--- src/rtl/led_pwm_filament_driver_if.sv ---
// Purpose : Bundles the palette duty values and the LED drive lines of
//           led_pwm_filament_driver into one port.
// Signals : i_color_led_{red,green,blue}_value  8 bits per color LED
//           i_basic_led_lumin_value             8 bits per basic LED
//           o_color_led_{red,green,blue}        1 bit per color LED
//           o_basic_led                         1 bit per basic LED
//           o_period_start                      1-clock pulse per PWM period
// Modports: master = palette/board side, slave = PWM driver.
interface led_pwm_filament_driver_if #(
    parameter int unsigned parm_color_led_count = 4,
    parameter int unsigned parm_basic_led_count = 4
);
    logic [8*parm_color_led_count-1:0] i_color_led_red_value;
    logic [8*parm_color_led_count-1:0] i_color_led_green_value;
    logic [8*parm_color_led_count-1:0] i_color_led_blue_value;
    logic [8*parm_basic_led_count-1:0] i_basic_led_lumin_value;
    logic [parm_color_led_count-1:0]   o_color_led_red;
    logic [parm_color_led_count-1:0]   o_color_led_green;
    logic [parm_color_led_count-1:0]   o_color_led_blue;
    logic [parm_basic_led_count-1:0]   o_basic_led;
    logic                              o_period_start;

    modport master (
        output i_color_led_red_value, i_color_led_green_value,
               i_color_led_blue_value, i_basic_led_lumin_value,
        input  o_color_led_red, o_color_led_green, o_color_led_blue,
               o_basic_led, o_period_start
    );

    modport slave (
        input  i_color_led_red_value, i_color_led_green_value,
               i_color_led_blue_value, i_basic_led_lumin_value,
        output o_color_led_red, o_color_led_green, o_color_led_blue,
               o_basic_led, o_period_start
    );
endinterface

--- src/rtl/led_pwm_filament_driver.sv ---
// Purpose : Registered PWM drive for RGB LED filaments and basic LEDs.
//           A shared prescaler and 0..254 step counter define a period of
//           255*parm_pwm_step_clocks clocks; every output is
//           (step < duty), registered, so all filaments rise together at
//           the period start.
// Ports   : i_clk    system clock (rising edge)
//           i_arstn  asynchronous active-low reset
//           i_leds   led_pwm_filament_driver_if.slave (duties in, drives out)
// Config  : LED_PWM_LATCH_AT_PERIOD_EN defined  -> duties captured only at the
//           period boundary (whole pulses). Undefined -> duties follow the
//           inputs every clock.
module led_pwm_filament_driver #(
    parameter int unsigned parm_color_led_count = 4,
    parameter int unsigned parm_basic_led_count = 4,
    parameter int unsigned parm_pwm_step_clocks = 16
) (
    input  logic                            i_clk,
    input  logic                            i_arstn,
    led_pwm_filament_driver_if.slave        i_leds
);
    localparam int unsigned LP_NC = parm_color_led_count;
    localparam int unsigned LP_NB = parm_basic_led_count;
    localparam int unsigned LP_NF = 3 * LP_NC + LP_NB;
    localparam logic [15:0] LP_PRESCALE_LAST = 16'(parm_pwm_step_clocks - 1);
    localparam logic [7:0]  LP_STEP_LAST     = 8'd254;

    logic [15:0]          r_prescale;
    logic [7:0]           r_step;
    logic [LP_NF-1:0]     r_drive;
    logic                 r_period_start;
    logic                 w_tick;
    logic                 w_boundary;
    logic [8*LP_NF-1:0]   w_duty_in;
    logic [8*LP_NF-1:0]   w_duty_cmp;
    logic [LP_NF-1:0]     w_drive_next;

    assign w_tick     = (r_prescale == LP_PRESCALE_LAST);
    assign w_boundary = (r_prescale == 16'd0) && (r_step == 8'd0);

    // Flattened duty vector: red, green, blue, basic from the LSB up.
    assign w_duty_in = {i_leds.i_basic_led_lumin_value,
                        i_leds.i_color_led_blue_value,
                        i_leds.i_color_led_green_value,
                        i_leds.i_color_led_red_value};

`ifdef LED_PWM_LATCH_AT_PERIOD_EN
    logic [8*LP_NF-1:0] r_duty;

    // Duties held for the whole period; captured only at the boundary.
    always_ff @(posedge i_clk or negedge i_arstn) begin
        if (!i_arstn) begin
            r_duty <= '0;
        end else if (w_boundary) begin
            r_duty <= w_duty_in;
        end
    end

    // The boundary compare must use the fresh input, not the old register.
    assign w_duty_cmp = w_boundary ? w_duty_in : r_duty;
`else
    assign w_duty_cmp = w_duty_in;
`endif

    // Per-filament duty compare.
    always_comb begin
        w_drive_next = '0;
        for (int unsigned f = 0; f < LP_NF; f++) begin
            w_drive_next[f] = (r_step < w_duty_cmp[8*f +: 8]);
        end
    end

    // Prescaler and step counter.
    always_ff @(posedge i_clk or negedge i_arstn) begin
        if (!i_arstn) begin
            r_prescale <= '0;
            r_step     <= '0;
        end else if (w_tick) begin
            r_prescale <= '0;
            r_step     <= (r_step == LP_STEP_LAST) ? 8'd0 : r_step + 8'd1;
        end else begin
            r_prescale <= r_prescale + 16'd1;
        end
    end

    // Output registers; the boundary cycle shows up one clock later.
    always_ff @(posedge i_clk or negedge i_arstn) begin
        if (!i_arstn) begin
            r_drive        <= '0;
            r_period_start <= 1'b0;
        end else begin
            r_drive        <= w_drive_next;
            r_period_start <= w_boundary;
        end
    end

    assign i_leds.o_color_led_red   = r_drive[0 +: LP_NC];
    assign i_leds.o_color_led_green = r_drive[LP_NC +: LP_NC];
    assign i_leds.o_color_led_blue  = r_drive[2*LP_NC +: LP_NC];
    assign i_leds.o_basic_led       = r_drive[3*LP_NC +: LP_NB];
    assign i_leds.o_period_start    = r_period_start;
endmodule

--- src/flat_wrapper.sv ---
// flat-port wrapper written by rule: the top's interface ports become plain ports
module led_pwm_filament_driver_flat 
#(
    parameter int unsigned parm_color_led_count = 4,
    parameter int unsigned parm_basic_led_count = 4,
    parameter int unsigned parm_pwm_step_clocks = 16
)
  (i_clk, i_arstn, i_leds_i_color_led_red_value, i_leds_i_color_led_green_value, i_leds_i_color_led_blue_value, i_leds_i_basic_led_lumin_value, i_leds_o_color_led_red, i_leds_o_color_led_green, i_leds_o_color_led_blue, i_leds_o_basic_led, i_leds_o_period_start);
  led_pwm_filament_driver_if #(.parm_color_led_count(parm_color_led_count), .parm_basic_led_count(parm_basic_led_count)) i_leds_i ();
  input  logic i_clk;
  input  logic i_arstn;
  input wire logic [$bits(i_leds_i.i_color_led_red_value)-1:0] i_leds_i_color_led_red_value;
  input wire logic [$bits(i_leds_i.i_color_led_green_value)-1:0] i_leds_i_color_led_green_value;
  input wire logic [$bits(i_leds_i.i_color_led_blue_value)-1:0] i_leds_i_color_led_blue_value;
  input wire logic [$bits(i_leds_i.i_basic_led_lumin_value)-1:0] i_leds_i_basic_led_lumin_value;
  output wire logic [$bits(i_leds_i.o_color_led_red)-1:0] i_leds_o_color_led_red;
  output wire logic [$bits(i_leds_i.o_color_led_green)-1:0] i_leds_o_color_led_green;
  output wire logic [$bits(i_leds_i.o_color_led_blue)-1:0] i_leds_o_color_led_blue;
  output wire logic [$bits(i_leds_i.o_basic_led)-1:0] i_leds_o_basic_led;
  output wire logic [$bits(i_leds_i.o_period_start)-1:0] i_leds_o_period_start;
  assign i_leds_i.i_color_led_red_value = i_leds_i_color_led_red_value;
  assign i_leds_i.i_color_led_green_value = i_leds_i_color_led_green_value;
  assign i_leds_i.i_color_led_blue_value = i_leds_i_color_led_blue_value;
  assign i_leds_i.i_basic_led_lumin_value = i_leds_i_basic_led_lumin_value;
  assign i_leds_o_color_led_red = i_leds_i.o_color_led_red;
  assign i_leds_o_color_led_green = i_leds_i.o_color_led_green;
  assign i_leds_o_color_led_blue = i_leds_i.o_color_led_blue;
  assign i_leds_o_basic_led = i_leds_i.o_basic_led;
  assign i_leds_o_period_start = i_leds_i.o_period_start;
  led_pwm_filament_driver #(.parm_color_led_count(parm_color_led_count), .parm_basic_led_count(parm_basic_led_count), .parm_pwm_step_clocks(parm_pwm_step_clocks)) u_core (.i_clk(i_clk), .i_arstn(i_arstn), .i_leds(i_leds_i));
endmodule
--- config.mk ---
export PLATFORM = sky130hd
export DESIGN_NAME = led_pwm_filament_driver_flat
export DESIGN_NICKNAME = d
export VERILOG_FILES = /design/src/rtl/led_pwm_filament_driver_if.sv /design/src/rtl/led_pwm_filament_driver.sv /design/src/flat_wrapper.sv
export SDC_FILE = /design/constraint.sdc
export NUM_CORES = 1
export LEC_CHECK = 0
export CORE_MARGIN = 2
export CORE_UTILIZATION = 50
export CTS_CLUSTER_DIAMETER = 200
export DETAILED_ROUTE_END_ITERATION = 7
export GPL_ROUTABILITY_DRIVEN = 1
export PLACE_DENSITY = 0.86
export SYNTH_ARGS = -nofsm -noshare
export SYNTH_HDL_FRONTEND = slang
export SYNTH_SLANG_ARGS = --single-unit
--- constraint.sdc ---
create_clock -name i_clk -period 3.6 [get_ports i_clk]
set_input_delay 0.9 -clock i_clk [delete_from_list [all_inputs] [get_ports i_clk]]
set_output_delay 0.9 -clock i_clk [all_outputs]
set_load 0.01 [all_outputs]
==> results of run 1 <==
## flip-flops by register name, summed over array words and instances, names as in the netlist
signal	count
u_core.r_prescale	16
u_core.r_step	8
u_core.i_leds.o_period_start	1
u_core.r_drive	16
## power by group
| part | internal, mW | switching [mW] | leakage, nW |
|---|---|---|---|
| logic | 0.171 | 0.0911 | 2.99 |
| clock network | 0.202 | 0.160 | 0.0540 |
| registers | 0.461 | 0.000489 | 0.476 |
| total | 0.834 | 0.252 | 3.52 |
## per-layer routing
layer	up-vias	GRT usage, %
met5	-	0
met4	0	5.769
met3	17	4.366
met2	126	46.15
met1	1878	28.35
li1	2044	-
## kinds of logic after synthesis
| group | synth area share, % |
|---|---|
| AO/OA/AOI/OAI | 18.05 |
| XOR/XNOR | 2.578 |
| adder cells (fa/ha/maj) | 33.14 |
| buffers and inverters | 10.34 |
| flip-flops | 23.23 |
| multiplexers | 0.2549 |
| AND/OR/NAND/NOR | 12.41 |
## area by class of cell
type	instances	area share (%)
Clock buffer	5	1.128
Clock inverter	2	0.5741
Inverter	117	7.197
Multi-Input combinational cell	343	48.08
Sequential cell	41	16.81
Tap cell	108	2.214
Timing Repair Buffer	147	23.99
## cells in the final DEF, fill, tap and decap left out, types with 5 or more instances in the layout
master and instances:
dfrtp_1 41, nor2_1 24, nand2b_1 16, nand4_1 18, nand2_1 11, clkdlybuf4s50_1 145
o21ai_1 9, a21oi_1 19, a211oi_1 16, clkbuf_8 5, xor2_1 8, a21o_1 48
and3_1 6, xnor2_1 5, o31a_1 16, ha_1 117, inv_1 117, nand3_1 7
## how the worst max path moves through the flow
stage	slack, ns	end	cells after the start	start
2_1_floorplan	1.59	u_core.r_step[5]	5	u_core.r_prescale[8]
5_1_grt	1.35	u_core.r_step[5]	4	u_core.r_step[4]
4_1_cts	1.44	u_core.r_step[5]	4	u_core.r_prescale[8]
3_3_place_gp	1.23	u_core.r_drive[9]	7	i_leds_i_color_led_blue_value[13]
6_report	1.44	u_core.r_step[5]	4	u_core.r_prescale[8]
3_5_place_dp	1.15	u_core.r_drive[12]	7	i_leds_i_basic_led_lumin_value[5]
==> results_dict.tcl, run 1 <==
set metrics [dict create \
    dp_worst_setup_slack_ns 1.148 \
    r2r_slack_ns 1.44 \
    critPathMaxStageDelay_ns 0.68 \
    n_fill_cell 628 \
    root_buffer "clkbuf_8" \
    crit_path_end_kind "register" \
    fin_crit_ns 2.162 \
    crit_buf_inv 0 \
    top_layer_used "met4" \
    grt_antenna_before_repair 0 \
    place.gp.congestion 0.8692 \
    yosys_most_used_dff "dfrtp_1" \
    netlist.area_leader.share_pct 33.14 \
    r2r-end "u_core.r_step[5]" \
    finalNonFillerCells 763 \
    tightest_slew_ns 1.010 \
    cp-start-kind "register" \
    ctsResizeCount 0 \
    clk_path_buf_depth 2 \
    die_h_um 97.99 \
    multi_input_area_um2 2934 \
    cts_made_buffers 5 \
    p_per_area_nw_per_um2 178.0 \
    synth_cells 505 \
    utilization_pct 70.66 \
    grt_first_pass_wirelength_mm 19.26 \
    outcome "complete, no violations" \
    setup_viol 0 \
    drive_above_1_share_pct 2.443 \
    post_drt_wl_per_cell_um 14.77 \
    cts_max_level 2 \
    syn_nets 752 \
    crit_chain "or4_4 > or4_1 > o31ai_2 > o21ai_1" \
    drt_iter0_drc 109 \
    synth.area.top_cells "ha_1 (33%), dfrtp_1 (23%), inv_1 (9.9%), a21o_1 (8.2%), o31a_1 (3.2%)" \
    critical_path.top_delay_family "simple AND/OR/NAND/NOR gates" \
    worstHoldPathType "reg2reg" \
    firstDrtPassIters 6 \
    synth.ff_latch_count 41 \
    holdPathStages 1 \
    drc 0 \
    clock_sinks 41 \
    area_growth_pct 38.16 \
    nNetsFinal 902 \
    cts_setup_buffers 0 \
    dp_cells 756 \
    overflow 0 \
    grt_max_degree 42 \
    hp-start "u_core.r_prescale[15]" \
    synth.distinct_cells 33 \
    cp.required_ns 3.75 \
    wl_met2_mm 5.728 \
    io_pins 147 \
    num_vias 4065 \
    postRouteAntennaNets 0 \
    holdBufCountCts 0 \
    core.rowCount 34 \
    synth_top_area_cell "ha_1" \
    track_usage_pct 24.39 \
    core_um2 8636 \
    ff_latch_area_um2 1026 \
    ys_async_sr_fraction_pct 100.0 \
    wl_met1_mm 4.740 \
    drv_slew 0 \
    path_max_fanout 7 \
    die_width_um 97.99 \
    initial_core_util_pct 51.14 \
    cts_tree "built" \
    fin_skew_ns 0.003394 \
    fin_crit_sh_pct 60.05 \
    antenna_cells 0 \
    clkLatencyLatePin_ns 0.29 \
    max_freq_mhz 462.6 \
    placed_area_um2 5998 \
    final_hold_viol_count 0 \
    stdcell_area_um2 6102 \
    synth_edf_count 0 \
    r2r-start "u_core.r_prescale[8]" \
    fin_hold_ws_ns 0.4871 \
    path_clk_slew_ns 0.08 \
    syn-cell-area_um2 4417 \
    reg2regPathDepth 4 \
    via_per_inst 5.328 \
    arrival_ns 2.31 \
    post-dp-hpwl_mm 8.635 \
    maxCapViolations 0 \
    wl_met3_um 607 \
    wl_mm 11.27 \
    syn_avg_cell_area_um2 8.746 \
    die_area_um2 9601 \
    ys_warn_count 0 \
    synth_common_cells "ha_1 (117), inv_1 (117), a21o_1 (48)" \
    p_leak_nw 3.520 \
    ir_worst_vdd_uv 162.6 \
    ys_seq_area_share_pct 23.23 \
    path_class "reg2reg" \
    min_to "u_core.r_prescale[15]" \
    p_total_mw 1.086 \
    rsz0062_at_grt "no" \
    crit_slowest_cell "or4_1" \
    first_global_vias 4321 \
    layout_setup_ws_ns 1.438 \
    max-slew-margin-rel_pct 32.64 \
    place.port_buffers 146 \
    setup_tns_ns 0 \
]
Power figures use the tool's default switching activity.
==> inputs of run 2 (changes only) <==
- CORE_UTILIZATION: 50 -> 43
- PLACE_DENSITY: 0.86 -> 0.79
- clock period: 3.6 -> 1.8 ns (I/O delays scaled with it)
==> run 2 against run 1 <==
Global-route usage is 2.4 points lower. Critical path type unchanged. Flip-flop and latch count stayed put. Routed wire length is 8.1% higher. Sequential share of layout area is 1.1 points lower. Count of clock-buffer cells in the layout stayed put. The run now ends with negative setup slack left. Maximum frequency is 13% higher. Critical endpoint unchanged.
==> results_dict.tcl, run 2 (synthesis results as in run 1) <==
set metrics [dict create \
    io_pins 147 \
    reg2regPathDepth 4 \
    clock_sinks 41 \
    postRouteAntennaNets 0 \
    drv_slew 0 \
    cp-start-kind "register" \
    drc 0 \
    maxCapViolations 0 \
    firstDrtPassIters 5 \
    final_hold_viol_count 0 \
    core_um2 9864 \
    p_total_mw 2.230 \
    core.rowCount 36 \
    crit_path_end_kind "register" \
    finalNonFillerCells 826 \
    layout_setup_ws_ns -0.1194 \
    area_growth_pct 47.71 \
    n_fill_cell 753 \
    path_class "reg2reg" \
    place.port_buffers 146 \
    drt_iter0_drc 123 \
    dp_cells 815 \
    initial_core_util_pct 44.77 \
    post_drt_wl_per_cell_um 14.76 \
    wl_mm 12.19 \
    cts_tree "built" \
    cts_max_level 2 \
    cp.required_ns 1.99 \
    arrival_ns 2.11 \
    num_vias 4291 \
    utilization_pct 66.13 \
    clk_path_buf_depth 2 \
    nNetsFinal 939 \
    post-dp-hpwl_mm 9.560 \
    via_per_inst 5.195 \
    reg_top3 "u_core.r_drive: 16 flops, u_core.r_prescale: 16 flops, u_core.r_step: 8 flops" \
    first_global_vias 4455 \
    violations "negative setup slack" \
    die_width_um 105.4 \
    ir_worst_vdd_uv 350.4 \
    track_usage_pct 21.98 \
    fin_hold_ws_ns 0.1075 \
    drive_above_1_share_pct 8.947 \
    clkLatencyLatePin_ns 0.30 \
    grt_antenna_before_repair 0 \
    cts_made_buffers 5 \
    p_per_area_nw_per_um2 341.8 \
    die_h_um 105.4 \
    placed_area_um2 6339 \
    fin_skew_ns 0.009227 \
    stdcell_area_um2 6524 \
    fin_crit_ns 1.919 \
    rsz0062_at_grt "yes" \
    overflow 0 \
    max_freq_mhz 521.0 \
    root_buffer "clkbuf_8" \
    layout_common_cells "clkdlybuf4s50_1 (145), inv_1 (117), ha_1 (117)" \
    p_leak_nw 3.737 \
    antenna_cells 0 \
    grt_first_pass_wirelength_mm 19.87 \
    path_max_fanout 7 \
    r2r-end "u_core.r_step[5]" \
    fin_crit_sh_pct 106.6 \
    place.gp.congestion 0.8533 \
    outcome "finished, violations left" \
    tightest_slew_ns 0.4674 \
    final_common_cell "clkdlybuf4s50_1" \
    grt_max_degree 42 \
    r2r_slack_ns -0.12 \
    r2r-start "u_core.r_prescale[7]" \
    worstHoldPathType "in2async" \
    max-slew-margin-rel_pct 68.60 \
    path_clk_slew_ns 0.09 \
    die_area_um2 11100 \
    setup_viol 10 \
]
-- run 2: cell types whose count changed in the layout (fill, tap and decap cells not counted), moves of 2 or more --
cell,delta
buf_12,+4
buf_4,+31
buf_6,+2
nand3_1,-3
nand3_2,+3
nor3_1,-2
nor3_2,+2
o21ai_0,-2
-- run 2: worst max-delay path by stage --
stage | cells after the start | endpoint | startpoint
finish | 4 | u_core.r_step[5] | u_core.r_prescale[7]
global route | 4 | u_core.r_step[5] | u_core.r_prescale[7]
CTS | 4 | u_core.r_step[5] | u_core.r_prescale[8]
detailed placement | 7 | u_core.r_drive[8] | i_leds_i_color_led_blue_value[5]
global placement | 7 | u_core.r_drive[4] | i_leds_i_color_led_green_value[5]
floorplan | 5 | u_core.r_step[5] | u_core.r_prescale[7]
-- run 2: layer usage --
layer | up-vias | part of all wire, % | wire, µm | global-route usage [%]
li1 | 2124 | - | - | -
met1 | 1995 | 43 | 5232 | 25.34
met2 | 146 | 49 | 5984 | 40.74
met3 | 26 | 5.3 | 640 | 3.587
met4 | 0 | 2.7 | 329 | 7.619
met5 | - | 0 | 0 | 0
-- run 2: area by class of cell --
class | instances | area, µm² | area share [%]
multi-input cells | 343 | 2978 | 45.65
well taps | 133 | 166.4 | 2.551
flip-flops and latches | 41 | 1026 | 15.73
clock buffers | 5 | 68.82 | 1.055
clock inverters | 3 | 46.29 | 0.7096
repair buffers | 184 | 1799 | 27.58
inverters | 117 | 439.2 | 6.732
-- run 2: stage by stage --
| stage | worst slack [ns] | TNS (ns) |
|---|---|---|
| finish | -0.1194 | -0.5644 |
| global placement | -0.1246 | -2.109 |
| detailed placement | -0.1984 | -2.897 |
| global route | -0.1893 | -1.350 |
| CTS | -0.1170 | -0.6298 |
| floorplan | -0.1606 | -0.7535 |
-- run 2: report_power, final --
group	internal (mW)	switching [mW]
logic	0.352	0.187
registers	0.923	0.000966
clock network	0.415	0.351
total	1.69	0.539
-- run 2: critical path, stage by stage, from the launching register on --
cell	delay (ns)
dfrtp_1	0.40
or4_4	0.54
or4_4	0.59
o31ai_2	0.19
o21ai_1	0.09
-- run 2: what timing repair did --
action                                  4_1_cts  5_1_grt
endpoints found under the setup margin       10       12
pin swaps                                     2        7
buffers inserted                              2        0
gates resized for setup                       1       12
gates cloned                                  0        1
hold buffers                                  0        0
